File: config.mk
export PLATFORM = sky130hd
export DESIGN_NAME = data_mem_lsu
export DESIGN_NICKNAME = d
export VERILOG_FILES = /design/src/rtl/riscv_pkg.sv /design/src/rtl/lsu_align.sv /design/src/rtl/data_mem_lsu.sv
export SDC_FILE = /design/constraint.sdc
export NUM_CORES = 2
export LEC_CHECK = 0
export ABC_AREA = 1
export CAP_MARGIN = 20
export CORE_MARGIN = 4
export CORE_UTILIZATION = 39
export DETAILED_ROUTE_END_ITERATION = 12
export GPL_ROUTABILITY_DRIVEN = 0
export PLACE_DENSITY_LB_ADDON = 0.08
export SYNTH_ARGS = -nofsm -noshare
export SYNTH_HDL_FRONTEND = slang
export SYNTH_SLANG_ARGS = --single-unit
export TNS_END_PERCENT = 5
File: constraint.sdc
create_clock -name clk -period 82.1 [get_ports clk]
set_clock_uncertainty 0.05 [all_clocks]
set_input_delay 12.315 -clock clk [delete_from_list [all_inputs] [get_ports clk]]
set_output_delay 12.315 -clock clk [all_outputs]
set_load 0.1 [all_outputs]
File: src/rtl/riscv_pkg.sv
// rtl/riscv_pkg.sv - shared RV32I load/store constants and LSU state type
package riscv_pkg;

  localparam logic [6:0] OPC_LOAD  = 7'b0000011;
  localparam logic [6:0] OPC_STORE = 7'b0100011;

  localparam logic [2:0] F3_LB  = 3'b000;
  localparam logic [2:0] F3_LH  = 3'b001;
  localparam logic [2:0] F3_LW  = 3'b010;
  localparam logic [2:0] F3_LBU = 3'b100;
  localparam logic [2:0] F3_LHU = 3'b101;

  localparam logic [2:0] F3_SB  = 3'b000;
  localparam logic [2:0] F3_SH  = 3'b001;
  localparam logic [2:0] F3_SW  = 3'b010;

  typedef enum logic {IDLE, RESP} lsu_state_t;

endpackage

File: src/rtl/lsu_align.sv
// rtl/lsu_align.sv - byte-lane steering, load extension and access legality
module lsu_align
  import riscv_pkg::*;
(
  input  logic [2:0]  funct3,
  input  logic [1:0]  addr_lo,
  input  logic [31:0] write_data,
  input  logic [31:0] raw_word,
  output logic [3:0]  byte_en,
  output logic [31:0] store_data,
  output logic [31:0] load_value,
  output logic        load_fault,
  output logic        store_fault
);

  logic [7:0]  sel_byte;
  logic [15:0] sel_half;
  logic        misalign;

  assign sel_byte = raw_word[{addr_lo, 3'b000} +: 8];
  assign sel_half = raw_word[{addr_lo[1], 4'b0000} +: 16];

  // Size is encoded in funct3[1:0] for both loads and stores
  assign misalign = ((funct3[1:0] == 2'b01) && addr_lo[0]) ||
                    ((funct3[1:0] == 2'b10) && (addr_lo != 2'b00));

  always_comb begin
    byte_en     = 4'b0000;
    store_data  = write_data;
    store_fault = 1'b0;
    case (funct3)
      F3_SB: begin
        byte_en    = 4'b0001 << addr_lo;
        store_data = {4{write_data[7:0]}};
      end
      F3_SH: begin
        byte_en    = addr_lo[1] ? 4'b1100 : 4'b0011;
        store_data = {2{write_data[15:0]}};
      end
      F3_SW:   byte_en = 4'b1111;
      default: store_fault = 1'b1;
    endcase
    store_fault = store_fault | misalign;
  end

  always_comb begin
    load_value = '0;
    load_fault = 1'b0;
    case (funct3)
      F3_LB:   load_value = {{24{sel_byte[7]}}, sel_byte};
      F3_LH:   load_value = {{16{sel_half[15]}}, sel_half};
      F3_LW:   load_value = raw_word;
      F3_LBU:  load_value = {24'h000000, sel_byte};
      F3_LHU:  load_value = {16'h0000, sel_half};
      default: load_fault = 1'b1;
    endcase
    load_fault = load_fault | misalign;
  end

endmodule

File: src/rtl/data_mem_lsu.sv
// rtl/data_mem_lsu.sv - data-memory stage: word array, load FSM and read_data register
module data_mem_lsu
  import riscv_pkg::*;
#(
  parameter int DEPTH_WORDS = 64,
  parameter int IDX_W       = 6
) (
  input  logic        clk,
  input  logic        reset,
  input  logic        mem_read,
  input  logic        mem_write,
  input  logic [2:0]  funct3,
  input  logic [31:0] addr,
  input  logic [31:0] write_data,
  output logic [31:0] read_data,
  output logic        stall,
  output logic        access_fault
);

  logic [31:0]      mem [DEPTH_WORDS];
  lsu_state_t       state_q, state_d;
  logic [IDX_W-1:0] idx;
  logic [31:0]      raw_word;
  logic [3:0]       byte_en;
  logic [31:0]      store_data;
  logic [31:0]      load_value;
  logic             load_fault, store_fault, fault;
  logic             store_go, load_go;
  logic             unused_addr_bits;

  // High address bits are dropped so the array aliases across the address space
  assign idx              = addr[IDX_W+1:2];
  assign unused_addr_bits = ^addr[31:IDX_W+2];
  assign raw_word         = mem[idx];

  lsu_align u_align (
    .funct3      (funct3),
    .addr_lo     (addr[1:0]),
    .write_data  (write_data),
    .raw_word    (raw_word),
    .byte_en     (byte_en),
    .store_data  (store_data),
    .load_value  (load_value),
    .load_fault  (load_fault),
    .store_fault (store_fault)
  );

  // A request with both strobes is judged purely as a store
  assign fault        = mem_write ? store_fault : (mem_read & load_fault);
  assign access_fault = fault & ~reset;
  assign stall        = load_go & ~reset;

  always_comb begin
    state_d  = state_q;
    store_go = 1'b0;
    load_go  = 1'b0;
    case (state_q)
      IDLE: begin
        if (mem_write) begin
          store_go = ~fault;
        end else if (mem_read && !fault) begin
          load_go = 1'b1;
          state_d = RESP;
        end
      end
      RESP:    state_d = IDLE;
      default: state_d = IDLE;
    endcase
  end

  always_ff @(posedge clk or posedge reset) begin
    if (reset) begin
      state_q <= IDLE;
    end else begin
      state_q <= state_d;
    end
  end

  always_ff @(posedge clk or posedge reset) begin
    if (reset) begin
      read_data <= '0;
    end else if (load_go) begin
      read_data <= load_value;
    end
  end

  always_ff @(posedge clk or posedge reset) begin
    if (reset) begin
      for (int i = 0; i < DEPTH_WORDS; i++) begin
        mem[i] <= '0;
      end
    end else if (store_go) begin
      for (int b = 0; b < 4; b++) begin
        if (byte_en[b]) begin
          mem[idx][8*b +: 8] <= store_data[8*b +: 8];
        end
      end
    end
  end

endmodule

Yosys cells after proc, flatten, opt, wreduce, memory -nomap -nowiden
Index checks and enable logic that the tools add are counted.
- bits in registers: 2081
- latch bits: 0
- memory bits (writable): 0
- memory bits (read-only): 0
- input bits: 71
- output and inout bits: 34
- word-level logic and storage cells: 131
- memories kept: 0
- $add $sub $neg: 0
- multipliers: 0
- div/mod/pow operators: 0
- order comparisons: 2
- equal/unequal tests: 6
- shift operators: 3
- muxes and demuxes: 35
- bitwise operators: 9
- reduce and logical (&&, ||, !) cells: 10
- operators with widths (kind ; count):
    2-to-1 mux 2048 bit ; 7
    bitwise mux 2048 bit ; 4
    demux 32 bit (select 6 bit) ; 4
    binary-select mux 32 bit (select 6 bit) ; 1
    case mux 32 bit (5 select lines) ; 1
    2-to-1 mux 32 bit ; 3
    case mux 32 bit (2 select lines) ; 1
    variable part select 32 x 6 -> 16 bit ; 1
    variable part select 32 x 6 -> 8 bit ; 1
    2-to-1 mux 24 bit ; 1
    2-to-1 mux 16 bit ; 1
    case mux 4 bit (3 select lines) ; 1
    2-to-1 mux 1 bit ; 8
    2-to-1 mux 8 bit ; 1
    >= comparator 7 bit (second input constant) ; 1
    less-than comparator 7 x 1 -> 1 bit (second input constant) ; 1
    inverter 6 -> 7 bit ; 1
    equality test 3 bit (second input constant) ; 2
    OR reduction 5 bit ; 1
    logical AND 1 bit ; 4
    2-to-1 mux 4 bit ; 1
    << shifter 1 x 2 -> 4 bit (first input constant) ; 1
    AND 1 bit ; 3
    equality test 3 x 1 -> 1 bit (second input constant) ; 1
    other kinds (11) ; 14

Longest topological paths before layout
- depth in word-level cells: 18
- gate-level depth with buffers: 22

By module
Synthesis repeated with hierarchy kept, for this count alone.
- cell total of the unflattened synthesis: 13770
- area, all modules: 101016.9 um2
- by module, submodules not included (module ; times used ; cells each ; area an instance (um2) ; sequential area each (um2)):
    data_mem_lsu ; 1 ; 13448 ; 99585.5 ; 52074.9
    lsu_align ; 1 ; 322 ; 1431.4 ; 0.0

Least setup slack after synthesis
No wires, ideal clock.
- kind: input to output
- start point: input port addr[1]
- end point: output port stall
- arrival: 14.849 ns
- required time: 69.735 ns
- setup slack: 54.886 ns
- stages on the path: 11
- path buffers: 2
- cells stage by stage: buf_2 -> nor2_2 -> nor3_1 -> a21oi_1 -> o21ai_0 -> nand3_1 -> nand2_1 -> inv_2 -> nand4_1 -> clkbuf_1 -> nor2_1
- longest elaborated chain between the ends: 12
- elaborated cells on any way between the ends: 13
- RTL lines (item ; line ; text):
    from (decl) ; data_mem_lsu.sv:13 ; input logic [31:0] addr,
    nonzero test 2 bit (*) ; lsu_align.sv:25 ; ((funct3[1:0] == 2'b10) && (addr_lo != 2'b00));
    logical AND 1 bit (*) ; lsu_align.sv:25 ;
    logical OR 1 bit (*) ; lsu_align.sv:24 ; assign misalign = ((funct3[1:0] == 2'b01) && addr_lo[0]) ||
    OR 1 bit ; lsu_align.sv:57 ; load_fault = load_fault | misalign;
    AND 1 bit ; data_mem_lsu.sv:49 ; assign fault = mem_write ? store_fault : (mem_read & load_fault);
    2-to-1 mux 1 bit (*) ; data_mem_lsu.sv:49 ;
    zero test 1 bit (*) ; data_mem_lsu.sv:61 ; end else if (mem_read && !fault) begin
    logical AND 1 bit (*) ; data_mem_lsu.sv:61 ;
    2-to-1 mux 1 bit (*) ; data_mem_lsu.sv:61 ;
    2-to-1 mux 1 bit (*) ; data_mem_lsu.sv:59 ; if (mem_write) begin
    2-to-1 mux 1 bit (*) ; data_mem_lsu.sv:57 ; case (state_q)
    AND 1 bit (*) ; data_mem_lsu.sv:51 ; assign stall = load_go & ~reset;
    to (decl) ; data_mem_lsu.sv:16 ; output logic stall,
Every way passes the cells marked *; elsewhere a longest branch is shown, timed or not.

Final worst setup path
- start point: input port funct3[1]
- end point: output port stall
- longest elaborated chain between the ends: 12
- elaborated cells on any way between the ends: 24
- RTL lines (item ; line ; text):
    from (decl) ; data_mem_lsu.sv:12 ; input logic [2:0] funct3,
    equality test 3 x 1 -> 1 bit (tied with other cells) ; lsu_align.sv:31, lsu_align.sv:49 ;
    OR reduction 5 bit (no source line) (tied with other cells) ; n/a ;
    2-to-1 mux 1 bit or logical OR 1 bit (tied branches) ; lsu_align.sv:49, lsu_align.sv:24 ;
    OR 1 bit ; lsu_align.sv:57 ;
    AND 1 bit ; data_mem_lsu.sv:49 ;
    2-to-1 mux 1 bit (*) ; data_mem_lsu.sv:49 ;
    zero test 1 bit (*) ; data_mem_lsu.sv:61 ;
    logical AND 1 bit (*) ; data_mem_lsu.sv:61 ;
    2-to-1 mux 1 bit (*) ; data_mem_lsu.sv:61 ;
    2-to-1 mux 1 bit (*) ; data_mem_lsu.sv:59 ;
    2-to-1 mux 1 bit (*) ; data_mem_lsu.sv:57 ;
    AND 1 bit (*) ; data_mem_lsu.sv:51 ;
Marked as above.

==> results.json <==
{
  "fp-row-count": 183,
  "cp_cell_sequence": "clkdlybuf4s50_1, nor2_2, nand2_2, nand2_2, o21ai_1, nand2_1, nand2_1, inv_2, nand4_1, nor2_1, clkdlybuf4s50_1",
  "vias": 86600,
  "post-place-ws_ps": 52950,
  "p_leak_nw": 55.4,
  "syn_area_mm2": 0.0981,
  "cts_sinks": 2081,
  "r2r_cells": 14,
  "htree_levels": 4,
  "postPlaceCellArea_mm2": 0.102,
  "endpoint_kind": "output pin",
  "clock_path_buffers": 3,
  "place_hpwl_um": 213000,
  "via_per_inst": 5.21,
  "final_cells": 16600,
  "cts_tree": "built",
  "ys_ff_latch": 2081,
  "fp.dieH_um": 510,
  "postCtsSetupRepairBufs": 0,
  "nets": 13100,
  "wl_per_cell_um": 21.5,
  "fin_ws_ps": 52870,
  "cp_data_arrival_time_ps": 16870,
  "worstHoldPathType": "reg -> reg",
  "ir_worst_vdd_mv": 0.0242,
  "cts_resized": 0,
  "cpPeakStageDelay_ps": 1130,
  "ys_seq_area_frac": 0.531,
  "period_minus_slack_ps": 29230,
  "drt-pass1-iter-count": 6,
  "outcome": "completed",
  "postLayoutCellArea_mm2": 0.110,
  "cts_made_buffers": 233,
  "syn_to_final_growth_pct": 11.8,
  "ctsHoldBuffers": 0,
  "setup_tns_ps": 0,
  "power.density_mw_per_mm2": 21.2,
  "grt_pass1_vias": 82000,
  "cts-root-buf": "clkbuf_16",
  "drt_wl_total_um": 358000,
  "hold_viol": 0,
  "grt_pass1_wl_um": 538000,
  "port_buffers": 80,
  "route.detailed.drc": 0,
  "setup_viol": 0,
  "fillers": 25600,
  "start_util": 0.393,
  "holdPathStages": 2,
  "grt.total_usage": 0.273,
  "synth_nets": 13500,
  "synth_cell_types": 22,
  "cts.reportedPaths.clkPinSlew_ps": 60,
  "crit_fanout": 18,
  "syn_inst": 13500,
  "final_util": 0.440,
  "maxCapViolCount": 0,
  "drt_iter0_markers": 8955,
  "worstPathRequired_ps": 69730,
  "cpMaxStageDelayCell": "clkdlybuf4s50_1",
  "drive_above_1_share": 0.0534,
  "drv_slew": 0,
  "overflow": 0,
  "rsz0062_at_grt": "false",
  "syn_area_per_cell_um2": 7.28,
  "yosysWarnings": 0,
  "fin_crit_sh": 0.356,
  "worstSetupPathType": "in -> out",
  "worst_pin_slew_ps": 1240,
  "slew_headroom": 0.170,
  "dp.cells": 16100,
  "fmax_mhz": 34.2,
  "clock_latency_ps": 880,
  "antenna_left": 0,
  "cp-start-kind": "input pin",
  "die_x_um": 510,
  "dieArea_mm2": 0.260,
  "antenna_found_initial": 20,
  "core_mm2": 0.250,
  "grt_start_max_net_pins": 168,
  "io_pins": 105
}
==> cell usage after synthesis <==
| library cell | instances | area share |
|---|---|---|
| inv_2 | 5 | 0.00019 |
| nor3_1 | 9 | 0.00046 |
| nand3_1 | 57 | 0.0029 |
| buf_1 | 64 | 0.0024 |
| or2_2 | 31 | 0.0020 |
| nand2_1 | 7759 | 0.30 |
| buf_2 | 51 | 0.0026 |
| nand2_2 | 2 | 0.00013 |
| inv_1 | 128 | 0.0049 |
| o21ai_0 | 2166 | 0.11 |
| a21oi_1 | 33 | 0.0017 |
| buf_4 | 2 | 0.00015 |
| o21ai_1 | 4 | 0.00020 |
| nand4_1 | 1 | 0.000064 |
| clkbuf_1 | 796 | 0.030 |
| dfrtp_1 | 2081 | 0.53 |
| a21oi_4 | 2 | 0.00033 |
| nand3_4 | 1 | 0.00018 |
| nor2_4 | 2 | 0.00023 |
| o211ai_1 | 63 | 0.0048 |
| nor2_2 | 2 | 0.00013 |
| nor2_1 | 216 | 0.0083 |
==> layer usage <==
layer / up-vias / part of all wire / global-route usage
met4: 8 / 0.047 / 0.114
met2: 2676 / 0.45 / 0.427
li1: 41400 / - / -
met1: 41900 / 0.44 / 0.375
met3: 614 / 0.068 / 0.0490
met5: - / 0.00014 / 0
==> cell type report <==
cell class,count,area (µm²),area share
clock inverter,75,885,0.00806
antenna,13,32.5,0.000297
multi-input combinational,10300,42600,0.388
tap,3330,4170,0.0380
inverter,133,529,0.00482
clock buffer,358,6970,0.0636
sequential,2081,52100,0.475
timing repair buffer,262,2490,0.0227
==> per-stage QoR <==
| stage | hold slack (ps) | total power, mW |
|---|---|---|
| floorplan | 395 | 1.20 |
| global placement | 409 | 1.27 |
| detailed placement | 414 | 1.27 |
| CTS | 429 | 2.35 |
| global route | 438 | 2.41 |
| finish | 429 | 2.33 |
==> state kept, by name, summed over array words and instances (netlist names) <==
name	flops
mem	2048
read_data	32
state_q	1
==> layout by cell type, fill, tap and decap left out, drive strengths merged, types with 4 or more instances in the layout <==
cell           netlist  layout
nor3                 9       9
a21oi               35      35
nand3               58      58
clkinvlp             0       4
o211ai              63      63
nor2               220     220
or2                 31      31
clkinv               0      45
clkdlybuf4s50        0      77
buf                117     184
o21ai             2170    2170
dfrtp             2081    2081
clkbuf             796     359
inv                133     144
bufinv               0      15
nand2             7761    7761
diode                0      13
==> power by group <==
| group | switching (mW) | internal, mW | total, mW | leakage [nW] |
|---|---|---|---|---|
| combinational | 0.153 | 0.0353 | 0.188 | 22.6 |
| sequential | 0.0137 | 1.05 | 1.06 | 29.0 |
| clock | 0.444 | 0.630 | 1.07 | 3.89 |
| total | 0.611 | 1.72 | 2.33 | 55.4 |
==> worst max-delay path, delay by kind of cell <==
family / cells / cell delay (ps)
compound gates: 1 / 450
buf+inv: 3 / 1840
simple gates: 7 / 2230
==> final timing paths <==
check,start,to,slack (ps)
max in group asynchronous,reset,mem[1433],65270
setup / recovery,funct3[1],stall,52870
hold reg to reg,mem[1727],mem[1727],430
setup reg to reg,mem[63],read_data[29],78690
hold / removal,mem[1727],mem[1727],430
min in group asynchronous,reset,read_data[0],11990
==> kinds of logic after synthesis <==
group                  count (synthesis)  share of synthesized area
DFF                                 2081                      0.531
buffers and inverters               1046                     0.0407
and+or+nand+nor                     8080                      0.311
AOI/OAI and AO/OA                   2268                      0.118
(Power assumes the default switching activity.)
